File: config.mk
export PLATFORM = sky130hd
export DESIGN_NAME = neuron_delta_gate
export DESIGN_NICKNAME = d
export VERILOG_FILES = /design/src/rtl/neuron_delta_gate.sv
export SDC_FILE = /design/constraint.sdc
export NUM_CORES = 1
export LEC_CHECK = 0
export ABC_AREA = 1
export CORE_MARGIN = 2
export CORE_UTILIZATION = 40
export DETAILED_ROUTE_END_ITERATION = 10
export GPL_ROUTABILITY_DRIVEN = 0
export GPL_TIMING_DRIVEN = 0
export PLACE_DENSITY = 0.67
export RECOVER_POWER = 25
export SLEW_MARGIN = 20
export SYNTH_ARGS = -nofsm -noshare
export SYNTH_HDL_FRONTEND = slang
export SYNTH_SLANG_ARGS = --single-unit
File: constraint.sdc
create_clock -name iCLK -period 1.7 [get_ports iCLK]
set_input_delay 0.34 -clock iCLK [delete_from_list [all_inputs] [get_ports iCLK]]
set_output_delay 0.34 -clock iCLK [all_outputs]
set_load 0.1 [all_outputs]
File: src/rtl/neuron_delta_gate.sv
// Backward-path delta gate: buffers clamped ReLU states and gates each matching
// error delta by the ReLU/clamp derivative of its paired state.
module neuron_delta_gate #(
  parameter int unsigned NC    = 4,
  parameter int unsigned WV    = 4,
  parameter int unsigned WD    = 8,
  parameter int unsigned DEPTH = 4
) (
  input  logic                       iCLK,
  input  logic                       iRST,
  input  logic                       iValid_AM_State1,
  output logic                       oReady_AM_State1,
  input  logic [NC*WV-1:0]           iData_AM_State1,
  input  logic                       iValid_AM_Delta0,
  output logic                       oReady_AM_Delta0,
  input  logic [NC*WD-1:0]           iData_AM_Delta0,
  output logic                       oValid_BM_Delta0,
  input  logic                       iReady_BM_Delta0,
  output logic [NC*WD-1:0]           oData_BM_Delta0,
  output logic [$clog2(DEPTH):0]     oCount
);

  localparam int unsigned AW = $clog2(DEPTH);
  localparam int unsigned CW = AW + 1;
  localparam logic [WV-1:0] SAT_VAL = {1'b0, {(WV-1){1'b1}}};

  logic [NC*WV-1:0] stateMem [DEPTH];
  logic [AW-1:0]    wrPtr;
  logic [AW-1:0]    rdPtr;
  logic [CW-1:0]    count;
  logic             outValid;
  logic [NC*WD-1:0] outData;
  logic [NC*WV-1:0] headState;
  logic [NC*WD-1:0] gated;
  logic             outFree;
  logic             push;
  logic             fire;

  assign oReady_AM_State1 = (count != CW'(DEPTH));
  assign outFree          = !outValid || iReady_BM_Delta0;
  assign oReady_AM_Delta0 = (count != '0) && outFree;
  assign push             = iValid_AM_State1 && oReady_AM_State1;
  assign fire             = iValid_AM_Delta0 && oReady_AM_Delta0;
  assign headState        = stateMem[rdPtr];

  assign oValid_BM_Delta0 = outValid;
  assign oData_BM_Delta0  = outData;
  assign oCount           = count;

  // Derivative is zero for non-positive states and for states pinned at the clamp.
  always_comb begin
    gated = '0;
    for (int i = 0; i < NC; i++) begin
      if (!(headState[i*WV + WV - 1] ||
            (headState[i*WV +: WV] == '0) ||
            (headState[i*WV +: WV] == SAT_VAL))) begin
        gated[i*WD +: WD] = iData_AM_Delta0[i*WD +: WD];
      end
    end
  end

  // Storage array carries no reset; only pointers and count define validity.
  always_ff @(posedge iCLK) begin
    if (push) begin
      stateMem[wrPtr] <= iData_AM_State1;
    end
  end

  always_ff @(posedge iCLK or posedge iRST) begin
    if (iRST) begin
      wrPtr <= '0;
      rdPtr <= '0;
      count <= '0;
    end else begin
      if (push) begin
        wrPtr <= wrPtr + AW'(1);
      end
      if (fire) begin
        rdPtr <= rdPtr + AW'(1);
      end
      if (push && !fire) begin
        count <= count + CW'(1);
      end else if (fire && !push) begin
        count <= count - CW'(1);
      end
    end
  end

  always_ff @(posedge iCLK or posedge iRST) begin
    if (iRST) begin
      outValid <= 1'b0;
      outData  <= '0;
    end else if (fire) begin
      outValid <= 1'b1;
      outData  <= gated;
    end else if (iReady_BM_Delta0) begin
      outValid <= 1'b0;
    end
  end

endmodule

* Word-level counts from Yosys, hierarchy flattened
Memories as Yosys holds them, arrays and structs flattened.
Cells that the tools add are included.
** Storage, ports and cells
- Word-level logic and storage cells :: 49
- Output and inout port bits :: 38
- Input port bits :: 53
- Memories kept :: 1
- Bits in writable memories :: 64
- Register bits after elaboration :: 40
** Memories
- stateMem :: depth 4, width 16, read ports 1, clocked after Yosys merged registers in 0, wr ports 1, line 27 : logic [NC*WV-1:0] stateMem [DEPTH];
** Cells by class
- Muxes and demuxes :: 10
- $add $sub $neg :: 4
- Reduce and logical (&&, ||, !) cells :: 24
- Equal/unequal tests :: 5
** Operators with widths (number)
- $mux 8 :: 4
- $eq 4x3->1 const B :: 4
- $logic_not 4->1 :: 4
- $logic_or 1x1->1 :: 9
- $mux 3 :: 2
- $logic_and 1x1->1 :: 5
- $add 2x1->2 const B :: 2
- $mux 1 :: 4
- $reduce_bool 2->1 :: 2
- $add 3x1->3 const B :: 1
- $logic_not 1->1 :: 3
- $ne 3x3->1 const B :: 1
- $reduce_bool 3->1 :: 1
- $sub 3x1->3 const B :: 1

* Depth between registers and ports, before layout
- Word-level depth :: 7
- Mapped depth :: 10
- Gate-level depth less buffers :: 10

* Worst setup path before layout
Ideal clock, no wire load.
- Path kind :: register to register
- Start :: reg count[1] (netlist: oCount[1])
- End :: reg count[2] (netlist: oCount[2])
- Arrival :: 3.347 ns
- Library setup time :: 0.131 ns
- Path buffers :: 0
- Slack :: -1.778 ns
- Clock period less this slack :: 3.478 ns
- Cell stages (with the launch flop) :: 11
- Cells stage by stage :: dfrtp_1 -> inv_1 -> nand3_1 -> nand2_1 -> inv_1 -> ha_1 -> inv_1 -> fa_1 -> a21oi_1 -> o21ai_0 -> xor2_1
** On the way
- Elaborated cells between the ends (all ways) :: 14
** RTL lines
- start: declaration :: line 30 : logic [CW-1:0] count;
- start signal: assignment :: line 82 : count <= count + CW'(1);
- start signal: assignment :: line 84 : count <= count - CW'(1);
- $ne 3x3->1 (*) :: line 39 : assign oReady_AM_State1 = (count != CW'(DEPTH));
- named net oReady_AM_State1 :: line 12 : output logic oReady_AM_State1,
- $logic_and 1x1->1 (*) :: line 42 : assign push = iValid_AM_State1 && oReady_AM_State1;
- named net push :: line 36 : logic push;
- $logic_not 1->1 :: line 83 : end else if (fire && !push) begin
- $logic_and 1x1->1 :: line 83
- $reduce_bool 2->1 (no line)
The timed path passes the listed nets; every way through them passes the cells marked *. The select of a mux whose other input is x is not followed.
A chain may end at the register's enable or synchronous reset.

* Final worst setup path
- Start :: reg count[2] (netlist: oCount[2])
- End :: reg count[2] (netlist: oCount[2])
** On the way
- Word-level cells in the longest chain between the ends :: 6
- Elaborated cells between the ends (all ways) :: 14
** RTL lines
- branches (longest 6 deep; another with $sub 3x1->3)
Several ways; the timed one is not identified. The select of a mux whose other input is x is not followed.

==> flow_summary.json <==
{
  "synth.most_common_cell": "nand2_1",
  "diodes": 0,
  "hold_viol_final": 0,
  "max_freq_mhz": 569,
  "finalCriticalPeriod_ns": 1.76,
  "nets": 589,
  "finClkSkew_ns": 0.0126,
  "synth-edff-count": 64,
  "wl_per_cell_um": 13.8,
  "synth_area_leaders": "edfxtp_1, dfrtp_1, nand3_1, nand2_1, nor2_1",
  "numPortBuffers": 90,
  "firstDrtPassIters": 4,
  "grt_usage_pct": 16.5,
  "cts_root_buf": "clkbuf_8",
  "finalSetupViolCount": 4,
  "boundaryPins": 91,
  "hp-class": "primary input to asynchronous set/reset pin",
  "synthAdderAreaFrac_pct": 1.88,
  "worst_slew_pin_slew_ns": 0.573,
  "fp.dieW_um": 109,
  "num_vias": 3176,
  "drt_iter0_drc": 133,
  "syn_avg_cell_area_sq_um": 10.5,
  "slowest_stage": "dfrtp_4",
  "antenna_found_initial": 0,
  "fin_crit_sh_pct": 103,
  "clkTransAtPathRegs_ns": 0.11,
  "cp_cell_sequence": "inv_4 -> nand3_4 -> nand3_4 -> ha_4 -> inv_4 -> fa_2 -> a21oi_2 -> o21ai_1 -> xor2_1",
  "fin_cells": 675,
  "hpwl_mm": 6.71,
  "tritoncts": "built",
  "fp.dieH_um": 109,
  "die_area_sq_mm": 0.0118,
  "overflow": 0,
  "synth_seq_cells": 104,
  "cp_max_fo": 3,
  "dp_cells": 651,
  "syn-cell-area_sq_mm": 0.00440,
  "via_per_inst": 4.71,
  "max_cap_viol_count": 0,
  "fin_ws_ns": -0.0572,
  "hold_buffers": 0,
  "synth.yosys.seq_area_share_pct": 66.5,
  "power.leakage_uw": 0.00259,
  "grt_pass1_wl_mm": 15.0,
  "fin_area_sq_mm": 0.00594,
  "htreeDepth": 3,
  "ir_drop_uv": 1220,
  "grt_pass1_vias": 3065,
  "yosys_most_used_dff": "edfxtp_1",
  "numCtsBuffers": 9,
  "worstSetupPathType": "flip-flop to flip-flop",
  "p_per_area_mw_per_mm2": 1880,
  "cp.arrival_ns": 2.02,
  "slew_violations": 0,
  "ant_nets": 0,
  "rsz0062_at_grt": "yes",
  "status": "finished, violations left",
  "dpl_cell_area_sq_mm": 0.00556,
  "worst_ep_required_time_ns": 1.97,
  "final_layout_size_suffix_gt1_share_pct": 19.4,
  "total_power_uw": 11200,
  "cp_top_family": "flip-flops",
  "slew_headroom_pct": 62.0,
  "synth-compound-area-share_pct": 0.455,
  "synthMuxAreaShare_pct": 0,
  "end_kind": "flip-flop",
  "yosys.area.top_type": "edfxtp_1",
  "whs_ns": 0.423,
  "initial_core_util_pct": 40.7,
  "clock_latency_ns": 0.37,
  "core_sq_mm": 0.0108,
  "synth_xor_area_share_pct": 0.996,
  "syn_inst": 420,
  "yosysTopAreaCellShare_pct": 43.7,
  "path_buf_inv": 2,
  "ys_async_sr_fraction_pct": 38.5,
  "synth.top_cells.by_count": "nand2_1, nor2_1, nand3_1, edfxtp_1, inv_1",
  "area_delta_synth_final_pct": 35.0,
  "synth.net_count": 479,
  "grt_max_degree": 30,
  "cts.sinks": 104,
  "cp-start-kind": "flip-flop",
  "yosys_warnings": 0,
  "synth-simple-area-share_pct": 23.2,
  "synth_top_family_by_area": "simple AND/OR/NAND/NOR gates",
  "fp-row-count": 38,
  "cts_buffer_depth": 2,
  "wl_mm": 9.32,
  "drc": 0,
  "r2r_slack_ns": -0.06,
  "synth.distinct_cells": 21,
  "violations": "setup timing",
  "max_stage_delay_ns": 0.53
}
==> worst register-to-register path: stages, from the launching register on <==
cell	delay, ns
dfrtp_4	0.53
inv_4	0.08
nand3_4	0.10
nand3_4	0.09
ha_4	0.14
inv_4	0.03
fa_2	0.34
a21oi_2	0.11
o21ai_1	0.08
xor2_1	0.14
==> where the power goes <==
part	total (uW)	leakage [uW]	switching, uW	internal, uW
Combinational	5770	0.00139	4370	1400
Clock	1550	0.000104	962	591
Sequential	3860	0.00110	402	3460
Total	11200	0.00259	5730	5450
==> per-stage QoR <==
stage	setup TNS, ns	setup WS (ns)	utilization [%]
after global placement	-48.87	-0.866	51.4
after floorplan	-18.43	-0.496	-
final	-0.108	-0.0572	55.0
after detailed placement	-30.96	-0.907	51.5
after CTS	-0.187	-0.0637	54.9
after global routing	-0.723	-0.117	55.0
==> metal layers <==
metal | global-route usage, % | up-vias | wire length, um
met3 | 2.15 | 7 | 533
li1 | - | 1570 | -
met1 | 22.1 | 1519 | 4030
met4 | 5.77 | 0 | 98
met2 | 27.7 | 80 | 4660
met5 | 0 | - | 0
==> final cells by class <==
class | instances | area (sq um)
Inverter | 63 | 254
Fill cell | 943 | 4860
Clock buffer | 9 | 124
Clock inverter | 7 | 81.3
Sequential cell | 104 | 2940
Tap cell | 140 | 175
Multi-Input combinational cell | 245 | 1260
Timing Repair Buffer | 100 | 1040
Buffer | 7 | 62.6
==> timing repair <==
item | 4_1_cts | 5_1_grt
setup buffers | 8 | 1
gates resized for setup | 144 | 6
pin swaps | 5 | 2
setup endpoints to repair | 104 | 5
endpoints found under the hold margin | 0 | 0
==> final timing paths <==
path                                startpoint                   to  cells after the start
hold reg to reg            oData_BM_Delta0[17]  oData_BM_Delta0[17]                      2
setup / recovery                     oCount[2]            oCount[2]                      9
hold / removal                            iRST   oData_BM_Delta0[0]                      2
max in group asynchronous                 iRST  oData_BM_Delta0[27]                      3
setup reg to reg                     oCount[2]            oCount[2]                      9
min in group iCLK          oData_BM_Delta0[17]  oData_BM_Delta0[17]                      2
==> kinds of logic after synthesis <==
family	Yosys count
buffers and inverters	71
AO/OA/AOI/OAI	4
adder cells (fa/ha/maj)	6
AND/OR/NAND/NOR	230
XOR/XNOR	5
flip-flops	104
==> placed cells by master, fill, tap and decap left out, types with 4 or more instances in the layout <==
cell and instances:
nor2_4 4, edfxtp_1 64, nand3_1 64, clkbuf_8 9, clkdlybuf4s50_1 42, dfrtp_1 36, nor2_1 64, ha_1 4
nand2_1 83, buf_4 10, xor2_1 4, buf_2 4, inv_1 56, inv_4 5, clkdlybuf4s15_2 32, buf_6 5
dlygate4sd3_1 10, nand3_2 8, dfrtp_4 4
==> flip-flops by register name, summed over array words and instances, names as in the netlist <==
name              cells
oCount                3
oData_BM_Delta0      32
oValid_BM_Delta0      1
rdPtr                 2
stateMem             64
wrPtr                 2
Note: power is estimated with default switching activity, not from simulation.
